### src/rtl/op_dispatcher_pkg.sv
// Shared opcode payload, command codes and dispatcher state type for the op
// pipeline (parser FIFO -> dispatcher -> handler chooser).
package op_dispatcher_pkg;

   localparam int unsigned OP_CMD_W = 8;
   localparam int unsigned OP_ARG_W = 24;
   localparam int unsigned WD_W     = 32;

   localparam logic [OP_CMD_W-1:0] OP_CMD_G00 = 8'h00;
   localparam logic [OP_CMD_W-1:0] OP_CMD_G01 = 8'h01;
   localparam logic [OP_CMD_W-1:0] OP_CMD_G02 = 8'h02;
   localparam logic [OP_CMD_W-1:0] OP_CMD_G03 = 8'h03;
   localparam logic [OP_CMD_W-1:0] OP_CMD_M02 = 8'h82;

   typedef struct packed {
      logic [OP_CMD_W-1:0] cmd;
      logic [OP_ARG_W-1:0] arg;
   } Op_st;

   typedef enum logic [2:0] {
      ST_IDLE,
      ST_LOAD,
      ST_WAIT_RDY,
      ST_TRIGGER,
      ST_WAIT_DONE,
      ST_ERROR
   } OpDispatchState_t;

endpackage

### src/rtl/op_dispatcher_watchdog.sv
// Handshake watchdog: counts enabled cycles since the last clear and flags
// expiry on the TIMEOUT_CYCLES-th enabled cycle (0 disables it).
module op_watchdog
   import op_dispatcher_pkg::*;
#(
   parameter int unsigned TIMEOUT_CYCLES = 32'd16777216
) (
   input  logic clk,
   input  logic reset,
   input  logic i_clear,
   input  logic i_enable,
   output logic o_expired_c
);

   localparam logic [WD_W-1:0] LIMIT_M1 = WD_W'(TIMEOUT_CYCLES - 32'd1);

   logic [WD_W-1:0] r_count;

   // Saturating so a disabled watchdog never wraps back into range.
   always_ff @(posedge clk) begin
      if (reset || i_clear) begin
         r_count <= '0;
      end else if (i_enable && (r_count != '1)) begin
         r_count <= r_count + WD_W'(1);
      end
   end

   assign o_expired_c = (TIMEOUT_CYCLES != 32'd0) && i_enable && (r_count >= LIMIT_M1);

endmodule

### src/rtl/op_dispatcher.sv
// Op dispatcher: accepts one op at a time, holds it on cur_op for the handler
// chooser, pulses the trigger, waits for done, with watchdog and pause.
module op_dispatcher
   import op_dispatcher_pkg::*;
#(
   parameter int unsigned TIMEOUT_CYCLES = 32'd16777216,
   parameter int unsigned CNT_W          = 16
) (
   input  logic             clk,
   input  logic             reset,
   input  Op_st             op_in,
   input  logic             op_in_valid,
   output logic             op_in_rdy,
   input  logic             pause,
   output Op_st             cur_op,
   output logic             handler_trigger,
   input  logic             handler_rdy,
   input  logic             handler_done,
   output logic             busy,
   output logic             err_timeout,
   input  logic             clear_err,
   output logic [CNT_W-1:0] ops_done
);

   OpDispatchState_t r_state;
   Op_st             r_cur_op;
   logic             r_trigger;
   logic             r_busy;
   logic             r_err;
   logic [CNT_W-1:0] r_ops;

   logic w_wd_clear;
   logic w_wd_en;
   logic w_wd_expired;

   assign w_wd_clear = (r_state == ST_LOAD);
   assign w_wd_en    = (r_state == ST_WAIT_RDY) || (r_state == ST_TRIGGER) ||
                       (r_state == ST_WAIT_DONE);

   op_watchdog #(
      .TIMEOUT_CYCLES(TIMEOUT_CYCLES)
   ) u_watchdog (
      .clk        (clk),
      .reset      (reset),
      .i_clear    (w_wd_clear),
      .i_enable   (w_wd_en),
      .o_expired_c(w_wd_expired)
   );

   // Only the acceptance handshake is combinational, so the FIFO sees pause at once.
   assign op_in_rdy = (r_state == ST_IDLE) && !pause;

   always_ff @(posedge clk) begin
      if (reset) begin
         r_state   <= ST_IDLE;
         r_cur_op  <= '0;
         r_trigger <= 1'b0;
         r_busy    <= 1'b0;
         r_err     <= 1'b0;
         r_ops     <= '0;
      end else begin
         r_trigger <= 1'b0;
         case (r_state)
            ST_IDLE: begin
               if (op_in_valid && op_in_rdy) begin
                  r_cur_op <= op_in;
                  r_busy   <= 1'b1;
                  r_state  <= ST_LOAD;
               end
            end
            ST_LOAD: begin
               r_state <= ST_WAIT_RDY;
            end
            ST_WAIT_RDY: begin
               if (w_wd_expired) begin
                  r_err   <= 1'b1;
                  r_busy  <= 1'b0;
                  r_state <= ST_ERROR;
               end else if (handler_rdy) begin
                  r_trigger <= 1'b1;
                  r_state   <= ST_TRIGGER;
               end
            end
            ST_TRIGGER: begin
               if (w_wd_expired) begin
                  r_err   <= 1'b1;
                  r_busy  <= 1'b0;
                  r_state <= ST_ERROR;
               end else begin
                  r_state <= ST_WAIT_DONE;
               end
            end
            ST_WAIT_DONE: begin
               // A completion arriving on the expiry cycle still counts.
               if (handler_done) begin
                  r_ops   <= r_ops + CNT_W'(1);
                  r_busy  <= 1'b0;
                  r_state <= ST_IDLE;
               end else if (w_wd_expired) begin
                  r_err   <= 1'b1;
                  r_busy  <= 1'b0;
                  r_state <= ST_ERROR;
               end
            end
            ST_ERROR: begin
               if (clear_err) begin
                  r_err   <= 1'b0;
                  r_state <= ST_IDLE;
               end
            end
            default: begin
               r_busy  <= 1'b0;
               r_state <= ST_IDLE;
            end
         endcase
      end
   end

   assign cur_op          = r_cur_op;
   assign handler_trigger = r_trigger;
   assign busy            = r_busy;
   assign err_timeout     = r_err;
   assign ops_done        = r_ops;

endmodule

### config.mk
export PLATFORM = sky130hd
export DESIGN_NAME = op_dispatcher
export DESIGN_NICKNAME = d
export VERILOG_FILES = /design/src/rtl/op_dispatcher_pkg.sv /design/src/rtl/op_dispatcher_watchdog.sv /design/src/rtl/op_dispatcher.sv
export SDC_FILE = /design/constraint.sdc
export NUM_CORES = 1
export LEC_CHECK = 0
export BUFFER_PORTS_ARGS = -buffer_cell sky130_fd_sc_hd__buf_2
export CAP_MARGIN = 25
export CORE_MARGIN = 3
export CORE_UTILIZATION = 55
export CTS_BUF_LIST = sky130_fd_sc_hd__clkbuf_2
export DETAILED_ROUTE_END_ITERATION = 8
export PLACE_DENSITY = 0.81
export SLEW_MARGIN = 20
export SYNTH_ARGS = -nofsm -noshare
export SYNTH_HDL_FRONTEND = slang
export SYNTH_HIERARCHICAL = 1
export SYNTH_SLANG_ARGS = --single-unit
### constraint.sdc
create_clock -name clk -period 3.4 [get_ports clk]
set_clock_uncertainty 0.2 [all_clocks]
set_input_delay 0.34 -clock clk [delete_from_list [all_inputs] [get_ports clk]]
set_output_delay 0.34 -clock clk [all_outputs]
set_load 0.02 [all_outputs]
==> metrics.csv <==
metric;value;unit
first drt pass iteration count;5;
Worst R2R End;r_state[0]$_SDFFE_PP0P_;
area share of the largest cell type after synthesis;43.0;%
DRC;0;
fmax;327;MHz
Final Hold Viols;0;
GRT Total Usage;25.4;%
logic gate share of total power;17.1;%
hold wc startpoint;op_in_valid;
Worst Path Arrival;3380;ps
Routed Wire Length;10600;um
critical path endpoint category;flop;
vias in the first global route;3792;
Max Slew Vio Count;0;
largest net degree at the start of global routing;37;
Slew headroom;40.3;%
worst hold stages;5;
#FFs+latches synth;86;
fill count;503;
Syn. warnings;6;
Rows;30;
Clock transition at path regs;270;ps
Num CTS Buffers;9;
critical path class;flop to flop;
internal power;1310;uW
setup TNS;0;ps
DR WL/cell;15.1;um
Nets;644;
root buffer cell;clkbuf_2;
final critical-path share of the clock period;90.0;%
Seq pwr share;55.9;%
critical path's slowest cell;dlygate4sd3_1;
sw power;646;uW
R2R depth;10;
ys flop type;dfxtp_1;
Lkg Pwr;0.00201;uW
Req. time, crit path;3720;ps
synthesized area per cell;8.27;um2
post-DP HPWL;6500;um
RSZ-0062 raised after global routing;false;
core area;0.00694;mm2
Synth cell types;60;
antenna-violating nets left;0;
CP Cell Sequence;ha_1, nand4_1, nor4_4, a21oi_1, nor2b_2, nor2_1, o21ai_0, o21ai_0, o31ai_1, dlygate4sd3_1;
sequential fraction of the synthesis area;43.0;%
clk sinks;86;
Final min period;3060;ps
IO Port Bufs;90;
first-pass GRT wire length;17400;um
Die Y;91.3;um
syn nets;525;
Via density;5.76;
worst-margin pin slew;892;ps
H-Tree Depth;3;
Initial Util;57.7;%
Max-Cap Viols;0;
Max Fanout on Critical Path;6;
Clock Latency Late Sink;570;ps
Synth async-reset ratio;0;%
Post-Syn Instances;484;
largest area contributor in the netlist;dfxtp_1;
PwrDens;391;mW/mm2
Setup crit start kind;flop;
initial antenna violation count;0;
final setup violation count;0;
reg2reg setup slack;340;ps
Layout area overhead;25.2;%
Post-synth EDFFs;0;
Net Sw Frac;33.0;%
top cells by area, synth;dfxtp_1 43%, nand2_1 8.7%, a21oi_1 6.4%, xnor2_1 4.6%, nor2_1 4.5%;
drt first-iter violations;272;
status;finished, final reports clean;
Hold EP;busy$_SDFFE_PP0P_;
CP most frequent cell;o21ai_0;
slowest stage delay, CP;570;ps
total grt overflow;0;
CTS tree;yes;
GPL Wtd Cong;0.905;
Peak VDD IR;0.360;mV
I/O pin count;91;
Post-synth top cells;93 x nand2_1, 86 x dfxtp_1, 51 x a21oi_1;
count leader, synth;nand2_1;
Critical R2R Launch;u_watchdog/r_count[1]$_SDFFE_PP0P_;
layout cells sized above 1;21.9;%
Die Wd;91.3;um
Finished Cell Area;0.00501;mm2
via count;4056;
n_diodes;0;
dpl cell area;0.00448;mm2
HP Class;primary input to flop;
Clock Path Buffers;2;
Clock power frac;26.9;%
full die area;0.00834;mm2
mapped cell area;0.00400;mm2
## state kept, by name, indices dropped and copies added, names as in the netlist
name / flops
u_watchdog/r_count: 32
r_state: 3
busy: 1
handler_trigger: 1
err_timeout: 1
ops_done: 16
cur_op: 32
## layer usage
| metal | routed length, um | vias up | track usage [%] | share of wire (%) |
|---|---|---|---|---|
| met3 | 566 | 42 | 5.55 | 5.3 |
| li1 | - | 1955 | - | - |
| met1 | 4370 | 1892 | 30.7 | 41 |
| met2 | 5240 | 167 | 40.8 | 49 |
| met5 | 0 | - | 0 | 0 |
| met4 | 446 | 0 | 15.8 | 4.2 |
## cells by family after synthesis
| group | count (synthesis) | synth area share, % |
|---|---|---|
| and+or+nand+nor | 237 | 31.1 |
| AOI/OAI and AO/OA | 98 | 15.3 |
| DFF | 86 | 43.0 |
| buffers and inverters | 31 | 3.25 |
| xor gates and xnor gates | 26 | 5.69 |
| muxes | 4 | 1.03 |
| adders and majority gates | 2 | 0.625 |
## power groups by stage
| stage | Combinational (uW) | Sequential, uW | Clock (uW) |
|---|---|---|---|
| after global routing | 367 | 1100 | 584 |
| after floorplan | 175 | 1130 | 0 |
| after detailed placement | 291 | 1110 | 0 |
| final | 336 | 1090 | 527 |
| after global placement | 285 | 1110 | 0 |
| after CTS | 327 | 1090 | 540 |
## placed cells by master, fill, tap and decap left out, drive strengths merged, types with 3 or more instances in the layout
cell and count:
o21ai 12, inv 8, a41o 4, nand2b 4
nand4 15, xnor2 21, or3 9, a21oi 51
xor2 5, nand2 93, clkbuf 9, dfxtp 86
a31oi 6, nor3b 3, nor4 9, and3 5
clkinv 3, nor3 7, buf 98, a211oi 5
mux2i 3, nor2 49, o31ai 5, nand3 20
dlygate4sd3 37, or4 8
## layout make-up
class	instances	area, um2	share of cell area (%)
clock buffers	9	45.0	0.899
repair buffers	135	881	17.6
well taps	96	120	2.40
flip-flops and latches	86	1720	34.4
multi-input cells	367	2150	43.0
clock inverters	7	73.8	1.47
inverters	4	15.0	0.300
## how the worst max path moves through the flow
stage	startpoint	depth (start not counted)	end	slack (ps)
2_1_floorplan	r_state[2]$_SDFFE_PP0P_	8	u_watchdog/r_count[17]$_SDFFE_PP0P_	990
3_5_place_dp	u_watchdog/r_count[0]$_SDFFE_PP0P_	9	r_state[0]$_SDFFE_PP0P_	660
5_1_grt	u_watchdog/r_count[1]$_SDFFE_PP0P_	10	r_state[0]$_SDFFE_PP0P_	20
4_1_cts	u_watchdog/r_count[1]$_SDFFE_PP0P_	10	r_state[0]$_SDFFE_PP0P_	100
6_report	u_watchdog/r_count[1]$_SDFFE_PP0P_	10	r_state[0]$_SDFFE_PP0P_	340
3_3_place_gp	r_state[2]$_SDFFE_PP0P_	4	ops_done[15]$_SDFFE_PP0P_	850
## per-stage QoR
| stage | setup slack [ps] | hold WS, ps | total power, uW | cells | util [%] |
|---|---|---|---|---|---|
| after floorplan | 991 | 246 | 1310 | 484 | - |
| after global placement | 854 | 238 | 1390 | 646 | 64.5 |
| after detailed placement | 660 | 244 | 1400 | 646 | 64.5 |
| after CTS | 103 | 18.9 | 1960 | 699 | 71.6 |
| after global routing | 21.9 | 73.3 | 2050 | 704 | 72.2 |
| final | 340 | 53.4 | 1960 | 704 | 72.2 |
## timing repair
action / in CTS / in global routing
hold endpoints to repair: 50 / 0
buffers inserted: 0 / 5
hold buffers: 37 / 0
gates resized for setup: 0 / 1
endpoints found under the setup margin: 0 / 1
## critical path: cells and delay by family (launching register included)
kind	cells	cell delay (ps)
compound gates	4	610
simple gates	4	910
flops	1	430
fa+ha+maj	1	280
buf+inv	1	570
No activity file was read; power rests on OpenSTA's default activity.
